### src/rtl/pc_pkg.sv
// pc_pkg: shared decode constants and FSM state type for the program-counter unit.
//   opcode / regimm rt / funct encodings for every control-flow instruction,
//   and pc_state_t {RUN, DELAY, HALTED}.
package pc_pkg;

    // Primary opcodes [31:26]
    localparam logic [5:0] OP_SPECIAL = 6'h00;
    localparam logic [5:0] OP_REGIMM  = 6'h01;
    localparam logic [5:0] OP_J       = 6'h02;
    localparam logic [5:0] OP_JAL     = 6'h03;
    localparam logic [5:0] OP_BEQ     = 6'h04;
    localparam logic [5:0] OP_BNE     = 6'h05;
    localparam logic [5:0] OP_BLEZ    = 6'h06;
    localparam logic [5:0] OP_BGTZ    = 6'h07;

    // REGIMM rt field [20:16]
    localparam logic [4:0] RT_BLTZ    = 5'h00;
    localparam logic [4:0] RT_BGEZ    = 5'h01;
    localparam logic [4:0] RT_BLTZAL  = 5'h10;
    localparam logic [4:0] RT_BGEZAL  = 5'h11;

    // SPECIAL funct field [5:0]
    localparam logic [5:0] FN_JR      = 6'h08;
    localparam logic [5:0] FN_JALR    = 6'h09;

    typedef enum logic [1:0] {RUN, DELAY, HALTED} pc_state_t;

endpackage

### src/rtl/pc_branch_decode.sv
// pc_branch_decode: combinational control-flow decode for the instruction in execute.
//   instruction_word  in  32  instruction at addr
//   N, Z              in  1   ALU flags for that instruction
//   addr              in  32  address of that instruction
//   read_data_0       in  32  rs value (JR/JALR target)
//   taken             out 1   control transfer happens
//   target            out 32  destination when taken
//   is_link           out 1   instruction writes a return address
//   is_reg_jump       out 1   JR/JALR (target comes from a register)
module pc_branch_decode
    import pc_pkg::*;
(
    input  logic [31:0] instruction_word,
    input  logic        N,
    input  logic        Z,
    input  logic [31:0] addr,
    input  logic [31:0] read_data_0,
    output logic        taken,
    output logic [31:0] target,
    output logic        is_link,
    output logic        is_reg_jump
);

    logic [5:0]  opcode;
    logic [4:0]  rt;
    logic [5:0]  funct;
    logic [31:0] seq_addr;
    logic [31:0] br_target;
    logic [31:0] j_target;

    assign opcode    = instruction_word[31:26];
    assign rt        = instruction_word[20:16];
    assign funct     = instruction_word[5:0];
    assign seq_addr  = addr + 32'd4;
    assign br_target = seq_addr + {{14{instruction_word[15]}}, instruction_word[15:0], 2'b00};
    // J/JAL stay inside the 256 MB region of the delay-slot address
    assign j_target  = {seq_addr[31:28], instruction_word[25:0], 2'b00};

    always_comb begin
        taken       = 1'b0;
        target      = br_target;
        is_link     = 1'b0;
        is_reg_jump = 1'b0;
        unique case (opcode)
            OP_SPECIAL: begin
                if (funct == FN_JR || funct == FN_JALR) begin
                    taken       = 1'b1;
                    target      = read_data_0;
                    is_reg_jump = 1'b1;
                    is_link     = (funct == FN_JALR);
                end
            end
            OP_REGIMM: begin
                unique case (rt)
                    RT_BLTZ:   taken = N;
                    RT_BGEZ:   taken = !N;
                    RT_BLTZAL: begin taken = N;  is_link = 1'b1; end
                    RT_BGEZAL: begin taken = !N; is_link = 1'b1; end
                    default:   taken = 1'b0;
                endcase
            end
            OP_J:    begin taken = 1'b1; target = j_target; end
            OP_JAL:  begin taken = 1'b1; target = j_target; is_link = 1'b1; end
            OP_BEQ:  taken = Z;
            OP_BNE:  taken = !Z;
            OP_BLEZ: taken = N | Z;
            OP_BGTZ: taken = !N & !Z;
            default: taken = 1'b0;
        endcase
    end

endmodule

### src/rtl/pc_unit.sv
// pc_unit: program counter with branch-delay-slot handling, halt detection and
// misaligned register-jump fault.
//   clk, reset        in  1   clock; synchronous active-high reset
//   state             in  1   core phase (0 fetch, 1 execute)
//   stall             in  1   freeze all updates
//   N, Z              in  1   ALU flags of the executing instruction
//   instruction_word  in  32  executing instruction
//   read_data_0       in  32  rs value for JR/JALR
//   addr              out 32  fetch address
//   B_link            out 1   executing instruction links (comb)
//   link_addr         out 32  return address
//   finish            out 1   halted
//   addr_err          out 1   sticky misaligned register-jump fault
module pc_unit
    import pc_pkg::*;
#(
    parameter logic [31:0] RESET_VECTOR = 32'hBFC0_0000,
    parameter logic [31:0] HALT_ADDR    = 32'h0000_0000,
    parameter bit          DELAY_SLOT   = 1'b1
) (
    input  logic        clk,
    input  logic        reset,
    input  logic        state,
    input  logic        stall,
    input  logic        N,
    input  logic        Z,
    input  logic [31:0] instruction_word,
    input  logic [31:0] read_data_0,
    output logic [31:0] addr,
    output logic        B_link,
    output logic [31:0] link_addr,
    output logic        finish,
    output logic        addr_err
);

    pc_state_t   fsm, fsm_next;
    logic [31:0] pending, pending_next, addr_next;
    logic        finish_next, addr_err_next;
    logic        advance;
    logic        taken, is_link, is_reg_jump;
    logic [31:0] target;

    pc_branch_decode u_dec (
        .instruction_word (instruction_word),
        .N                (N),
        .Z                (Z),
        .addr             (addr),
        .read_data_0      (read_data_0),
        .taken            (taken),
        .target           (target),
        .is_link          (is_link),
        .is_reg_jump      (is_reg_jump)
    );

    assign advance = state && !stall && (fsm != HALTED);

    // The delay-slot instruction is never treated as control flow, so its
    // link request is suppressed as well.
    assign B_link    = is_link && (fsm == RUN);
    assign link_addr = addr + (DELAY_SLOT ? 32'd8 : 32'd4);

    always_comb begin
        fsm_next      = fsm;
        addr_next     = addr;
        pending_next  = pending;
        finish_next   = finish;
        addr_err_next = addr_err;
        if (advance) begin
            unique case (fsm)
                RUN: begin
                    if (is_reg_jump && read_data_0[1:0] != 2'b00) begin
                        // fault stops immediately; delay slot is not executed
                        addr_err_next = 1'b1;
                        finish_next   = 1'b1;
                        fsm_next      = HALTED;
                    end else if (!taken) begin
                        addr_next = addr + 32'd4;
                    end else if (DELAY_SLOT) begin
                        addr_next    = addr + 32'd4;
                        pending_next = target;
                        fsm_next     = DELAY;
                    end else if (target == HALT_ADDR) begin
                        finish_next = 1'b1;
                        fsm_next    = HALTED;
                    end else begin
                        addr_next = target;
                    end
                end
                DELAY: begin
                    if (pending == HALT_ADDR) begin
                        finish_next = 1'b1;
                        fsm_next    = HALTED;
                    end else begin
                        addr_next = pending;
                        fsm_next  = RUN;
                    end
                end
                default: ;
            endcase
        end
    end

    always_ff @(posedge clk) begin
        if (reset) begin
            fsm      <= RUN;
            addr     <= RESET_VECTOR;
            pending  <= 32'd0;
            finish   <= 1'b0;
            addr_err <= 1'b0;
        end else begin
            fsm      <= fsm_next;
            addr     <= addr_next;
            pending  <= pending_next;
            finish   <= finish_next;
            addr_err <= addr_err_next;
        end
    end

endmodule

### config.mk
export PLATFORM = sky130hd
export DESIGN_NAME = pc_unit
export DESIGN_NICKNAME = d
export VERILOG_FILES = /design/src/rtl/pc_pkg.sv /design/src/rtl/pc_branch_decode.sv /design/src/rtl/pc_unit.sv
export SDC_FILE = /design/constraint.sdc
export NUM_CORES = 1
export LEC_CHECK = 0
export ABC_AREA = 1
export CAP_MARGIN = 40
export CORE_MARGIN = 2
export CORE_UTILIZATION = 55
export CTS_CLUSTER_SIZE = 30
export DETAILED_ROUTE_END_ITERATION = 10
export PLACE_DENSITY_LB_ADDON = 0.15
export SLEW_MARGIN = 20
export SYNTH_ARGS = -nofsm -noshare
export SYNTH_HDL_FRONTEND = slang
export SYNTH_HIERARCHICAL = 1
export SYNTH_SLANG_ARGS = --single-unit
export TNS_END_PERCENT = 100
### constraint.sdc
create_clock -name clk -period 3.9 [get_ports clk]
set_input_delay 0.78 -clock clk [delete_from_list [all_inputs] [get_ports clk]]
set_output_delay 0.78 -clock clk [all_outputs]
set_load 0.005 [all_outputs]
=== After elaboration in Yosys (flattened, before gate mapping) ===
Cells that the tools add are included.

* Logic and storage cells: 72
* Input bits: 70
* Register bits: 68
* ROM bits: 0
* Memories kept: 0
* Bits in writable memories: 0
* Output and inout bits: 67
* Latch bits: 0

* Add/sub/neg operators: 3
* Magnitude comparators: 0
* Div/mod/pow operators: 0
* Reductions and logical operators: 23
* Muxes and demuxes: 19
* Bitwise operators: 3
* Shift operators: 0
* Equality and inequality tests: 19
* Multiply operators: 0

{| class="wikitable"
|+ Operators with widths
! kind !! number
|-
| $pmux W32 S2 || 2
|-
| $mux W32 || 3
|-
| $add A32 B3 Y32 const B || 1
|-
| $add A32 B32 Y32 || 1
|-
| $add A32 B4 Y32 const B || 1
|-
| $logic_not A32 Y1 || 1
|-
| $eq A6 B3 Y1 const B || 4
|-
| $eq A6 B2 Y1 const B || 2
|-
| $eq A6 B4 Y1 const B || 2
|-
| $reduce_and A4 Y1 || 3
|-
| $eq A5 B5 Y1 const B || 2
|-
| $ne A2 B2 Y1 const B || 4
|-
| $reduce_or A2 Y1 || 4
|-
| $pmux W1 S7 || 1
|-
| $eq A6 B1 Y1 const B || 1
|-
| $logic_not A6 Y1 || 1
|-
| $mux W1 || 6
|-
| $mux W2 || 3
|-
| $reduce_and A3 Y1 || 2
|-
| $eq A5 B1 Y1 const B || 1
|-
| $logic_not A5 Y1 || 1
|-
| $logic_and A1 B1 Y1 || 4
|-
| $pmux W1 S2 || 2
|-
| $pmux W2 S2 || 1
|-
| 11 further kinds || 14
|}

=== Logic depth before layout (Yosys ltp) ===
* Word-level depth: 7
* Mapped depth: 23
* Mapped depth without buffers: 23

=== By module ===
Netlist, hierarchy kept.

{| class="wikitable"
|+ By module, submodules not included
! module !! cells an instance !! area an instance (um^2) !! instances !! seq. area each (um^2)
|-
| pc_unit || 651 || 4140.2 || 1 || 1361.3
|-
| pc_branch_decode || 708 || 3608.5 || 1 || 0.0
|}

=== Worst setup path before layout ===
OpenSTA, ideal clock, no wires.

* Path kind: register -> register
* Start point: reg addr[2]
* End point: reg pending[29]
* Period minus slack after synthesis: 3.065 ns
* Stages on the path, launching flop included: 19
* Buffers on the path: 0
* Library setup time: 0.128 ns
* Arrival: 2.936 ns
* Data required time: 3.772 ns
* Path slack: 0.835 ns
* Path through: dfxtp_1 > ha_1 > nand2_1 > nor2_2 > nand2_2 > nor4_1 > nand2_1 > xnor2_1 > ha_1 > a21oi_1 > nor2_1 > nor2_1 > nand2_1 > a21oi_1 > nand3_1 > nand3_1 > nand3b_1 > o21ai_0 > a21oi_1

* Longest elaborated chain between the ends: 4

{| class="wikitable"
|+ Ends and longest elaborated chain
! element !! line !! RTL
|-
| start, declared || pc_unit.sv:29 || <nowiki>output logic [31:0] addr,</nowiki>
|-
| start signal, assigned || pc_unit.sv:112 || <nowiki>addr <= addr_next;</nowiki>
|-
| $add A32 B3 Y32 * || pc_branch_decode.sv:34 || <nowiki>assign seq_addr = addr + 32'd4;</nowiki>
|-
| $add A32 B32 Y32 || pc_branch_decode.sv:35 || <nowiki>assign br_target = seq_addr + {{14{instruction_word[15]}}, instruction_word[15:0], 2'b00};</nowiki>
|-
| $mux W32 || pc_branch_decode.sv:46 || <nowiki>if (funct == FN_JR || funct == FN_JALR) begin</nowiki>
|-
| $pmux W32 S2 * || pc_branch_decode.sv:44 || <nowiki>unique case (opcode)</nowiki>
|-
| via target[29] || pc_unit.sv:41 || <nowiki>logic [31:0] target;</nowiki>
|-
| end signal, assigned || pc_unit.sv:113 || <nowiki>pending <= pending_next;</nowiki>
|-
| end, declared || pc_unit.sv:37 || <nowiki>logic [31:0] pending, pending_next, addr_next;</nowiki>
|}

The timed path passes the listed nets; every way through them passes the cells marked *.
A chain may end at the register's enable or synchronous reset.

=== Worst setup path after layout ===
* Start point: in instruction_word[1]
* End point: out B_link

* Longest elaborated chain between the ends: 5
* Elaborated cells on any way between the ends: 6
* Classes of those cells: eq/ne (2); mux (2); reduce/logical (2)

{| class="wikitable"
|+ Ends and longest elaborated chain
! element !! line !! RTL
|-
| start, declared || pc_unit.sv:27 || <nowiki>input logic [31:0] instruction_word,</nowiki>
|-
| $eq A6 B4 Y1, on equally long branches || pc_branch_decode.sv:46, pc_branch_decode.sv:50 ||
|-
| $logic_or A1 B1 Y1 || pc_branch_decode.sv:46 ||
|-
| $mux W1 * || pc_branch_decode.sv:46 ||
|-
| $pmux W1 S3 * || pc_branch_decode.sv:44 ||
|-
| via is_link || pc_unit.sv:40 || <nowiki>logic taken, is_link, is_reg_jump;</nowiki>
|-
| $logic_and A1 B1 Y1 * || pc_unit.sv:59 || <nowiki>assign B_link = is_link && (fsm == RUN);</nowiki>
|-
| end, declared || pc_unit.sv:30 || <nowiki>output logic B_link,</nowiki>
|}

Marks and branches as above.

==> impl_results.md <==
- Cells after DPL: 1,673
- Syn Area/Cell: 5.70 sq um
- Max cap viols: 0
- Outcome: finished, final reports clean
- Post-Route WL: 27,200 um
- Unrepaired setup endpoints after global routing: false
- TritonCTS clock tree: yes
- Gr usage total: 36.3%
- PD cells: 230 nW/um^2
- Critical path origin: instruction_word[1]
- Port Buffers: 136
- GP Congestion: 0.963
- Pleak: 0.00448 uW
- Synth area leaders: nand2_1 19%, dfxtp_1 18%, inv_1 9.5%
- Origin of the critical flop-to-flop path: addr[12]
- Final period util: 97.0%
- WL met2: 12,300 um
- Crit Path Category: input pin to output pin
- Final ANT Viol Nets: 0
- Max Slew Vio Count: 0
- Initial antenna violation count: 0
- Finished Layout Cells: 1,689
- Worst hold margin: 449 ps
- Critical path, cell by cell: clkdlybuf4s50_1, or2_1, nor4_4, inv_2, nor2_4, nand2_1, a21oi_1, nor3b_1, clkdlybuf4s50_1
- Synth cell count leaders: 397 x nand2_1, 197 x inv_1, 145 x nor2_1, 107 x nand3_1, 90 x a21oi_1
- Post-CTS setup buffer count: 0
- WL met3: 2200 um
- Total power: 2230 uW
- Layout area overhead: 25.3%
- WP data arrival: 3000 ps
- First-pass GRT wire length: 42,300 um
- Area leader, netlist: nand2_1
- Post-synth EDFFs: 0
- CP peak stage delay: 550 ps
- Critical Path Sink: B_link
- Final setup fails: 0
- Clock sink count: 68
- Worst r2r dst: pending[23]
- Seq/Total Area, Yosys: 17.6%
- Pin count of the biggest net entering global routing: 65
- Die Y: 123 um
- Library cells used by synthesis: 49
- Async SR Flop Fraction: 0%
- Rel. slew slack: 47.1%
- Top routing layer in use: met4
- Crit start category: input pin
- Top-count cell post-synth: nand2_1
- Syn Nets: 1,463
- Slowest cell on crit path: clkdlybuf4s50_1
- Clock Skew: 6.11 ps
- Layout cell share with drive strength beyond 1: 7.29%
- Vias: 9,220
- Dominant synthesized flop cell: dfxtp_1
- DRC Markers: 0
- Reg2Reg Depth: 19
- #FFs+latches synth: 68
- VDD IR max: 152 uV
- Gr ovfl total: 0
- H-tree depth: 3
- Floorplan row count: 43
- F_max: 264 MHz
- Wire per inst: 16.1 um
- Horiz. Die Dim: 123 um
- Ant diodes: 0
- Syn. warnings: 6
- First-iteration detailed-routing DRC count: 788
- Req. time, crit path: 3120 ps
- Reg2Reg Setup Slack: 380 ps
- Most used cell along the critical path: clkdlybuf4s50_1
- Final hold violation count: 0
- Die ar.: 15,100 sq um
- DR pass1 iterations: 6
- Synth top area share: 19.2%
- Clock Pin Slew Worst Setup and Hold Paths: 60 ps
- I/O pin total: 137
- Initial Util: 56.0%
- Layout Nets: 1,608
- Vias in the first global route: 8,287
- CP endpoint kind: output pin
- Syn Inst Count: 1,359
- Vias per inst: 5.46
- Final min period: 3780 ps
- Crit path max fanout: 3
- DP HPWL: 21,700 um
- Clk root buf: clkbuf_16
- Worst Max-Slew Pin Slew: 791 ps
- Clock latency on the worst-skew pair: 330 ps
- CTS Buf Count: 9
- Synth Cell Area: 7750 sq um
- Metal-1 WL: 11,800 um
- Area of the core: 13,800 sq um
- Hold WC Path Type: flip-flop to flip-flop
- Max clock buf depth: 2
- Final setup TNS: 0 ps
-- sequential cells by signal (all words and copies together) (netlist names) --
name / cells
finish: 1
addr: 32
addr_err: 1
fsm: 2
pending: 32
-- cells in the final DEF, fill, tap and decap left out, drive strengths merged, types with 3 or more instances in the layout --
cell type,count
a21o,3
a21oi,91
a22o,10
buf,34
clkbuf,11
clkdlybuf4s50,136
clkinv,3
dfxtp,68
ha,33
inv,205
nand2,409
nand3,111
nand3b,8
nand4,15
nor2,172
nor3,20
nor4,5
o211ai,8
o21ai,85
o21bai,3
o22ai,5
or2,6
xnor2,11
xor2,44
-- where the power goes --
| group | internal [uW] | total (uW) | switching, uW |
|---|---|---|---|
| registers | 715 | 746 | 31.0 |
| logic | 297 | 689 | 392 |
| clock network | 491 | 793 | 301 |
| total | 1500 | 2230 | 725 |
-- metal layers --
layer	track usage [%]	up-vias
li1	-	4641
met1	49.7	4133
met2	58.7	392
met3	4.37	54
met4	12.4	0
met5	0	-
-- worst max-delay path: cells and delay by family --
family	cells	cell delay (ps)
simple gates	5	990
compound gates	1	150
buf+inv	3	1080
-- final cells by class --
cell class	instances	area [sq um]
Sequential cell	68	1360
Timing Repair Buffer	170	1640
Inverter	205	772
Multi-Input combinational cell	1050	5420
Clock buffer	11	233
Clock inverter	5	52.6
Fill cell	1281	4120
Tap cell	180	225
-- how the worst min path moves through the flow --
stage                     slack [ps]  depth (start not counted)     endpoint         from
after floorplan                  430                          2  pending[12]  pending[12]
after global placement           440                          2       finish       finish
after detailed placement         440                          2       finish       finish
after CTS                        450                          2       finish       finish
after global routing             470                          2       finish       finish
final                            450                          2       finish       finish
-- through the flow --
step | cell area, sq um | util (%) | setup slack (ps)
floorplan | 7750 | - | 835
global placement | 9410 | 68.0 | 222
detailed placement | 9420 | 68.1 | 161
CTS | 9700 | 70.2 | 147
global route | 9710 | 70.2 | 17.5
finish | 9710 | 70.2 | 115
-- what timing repair did --
| action | 4_1_cts | 5_1_grt |
|---|---|---|
| hold endpoints to repair | 0 | 0 |
| resized for setup | 0 | 1 |
| endpoints found under the setup margin | 0 | 3 |
| hold buffers | 0 | 0 |
-- kinds of logic (layout without fill, tap and decap cells) --
logic type | count (synthesis) | count (layout) | share of synthesized area (%)
AOI/OAI and AO/OA | 211 | 211 | 14.9
and+or+nand+nor | 750 | 750 | 43.1
DFF | 68 | 68 | 17.6
buffers and inverters | 241 | 391 | 12.6
xor gates and xnor gates | 55 | 55 | 6.22
adders and majority gates | 34 | 34 | 5.59
Power figures use the tool's default switching activity.
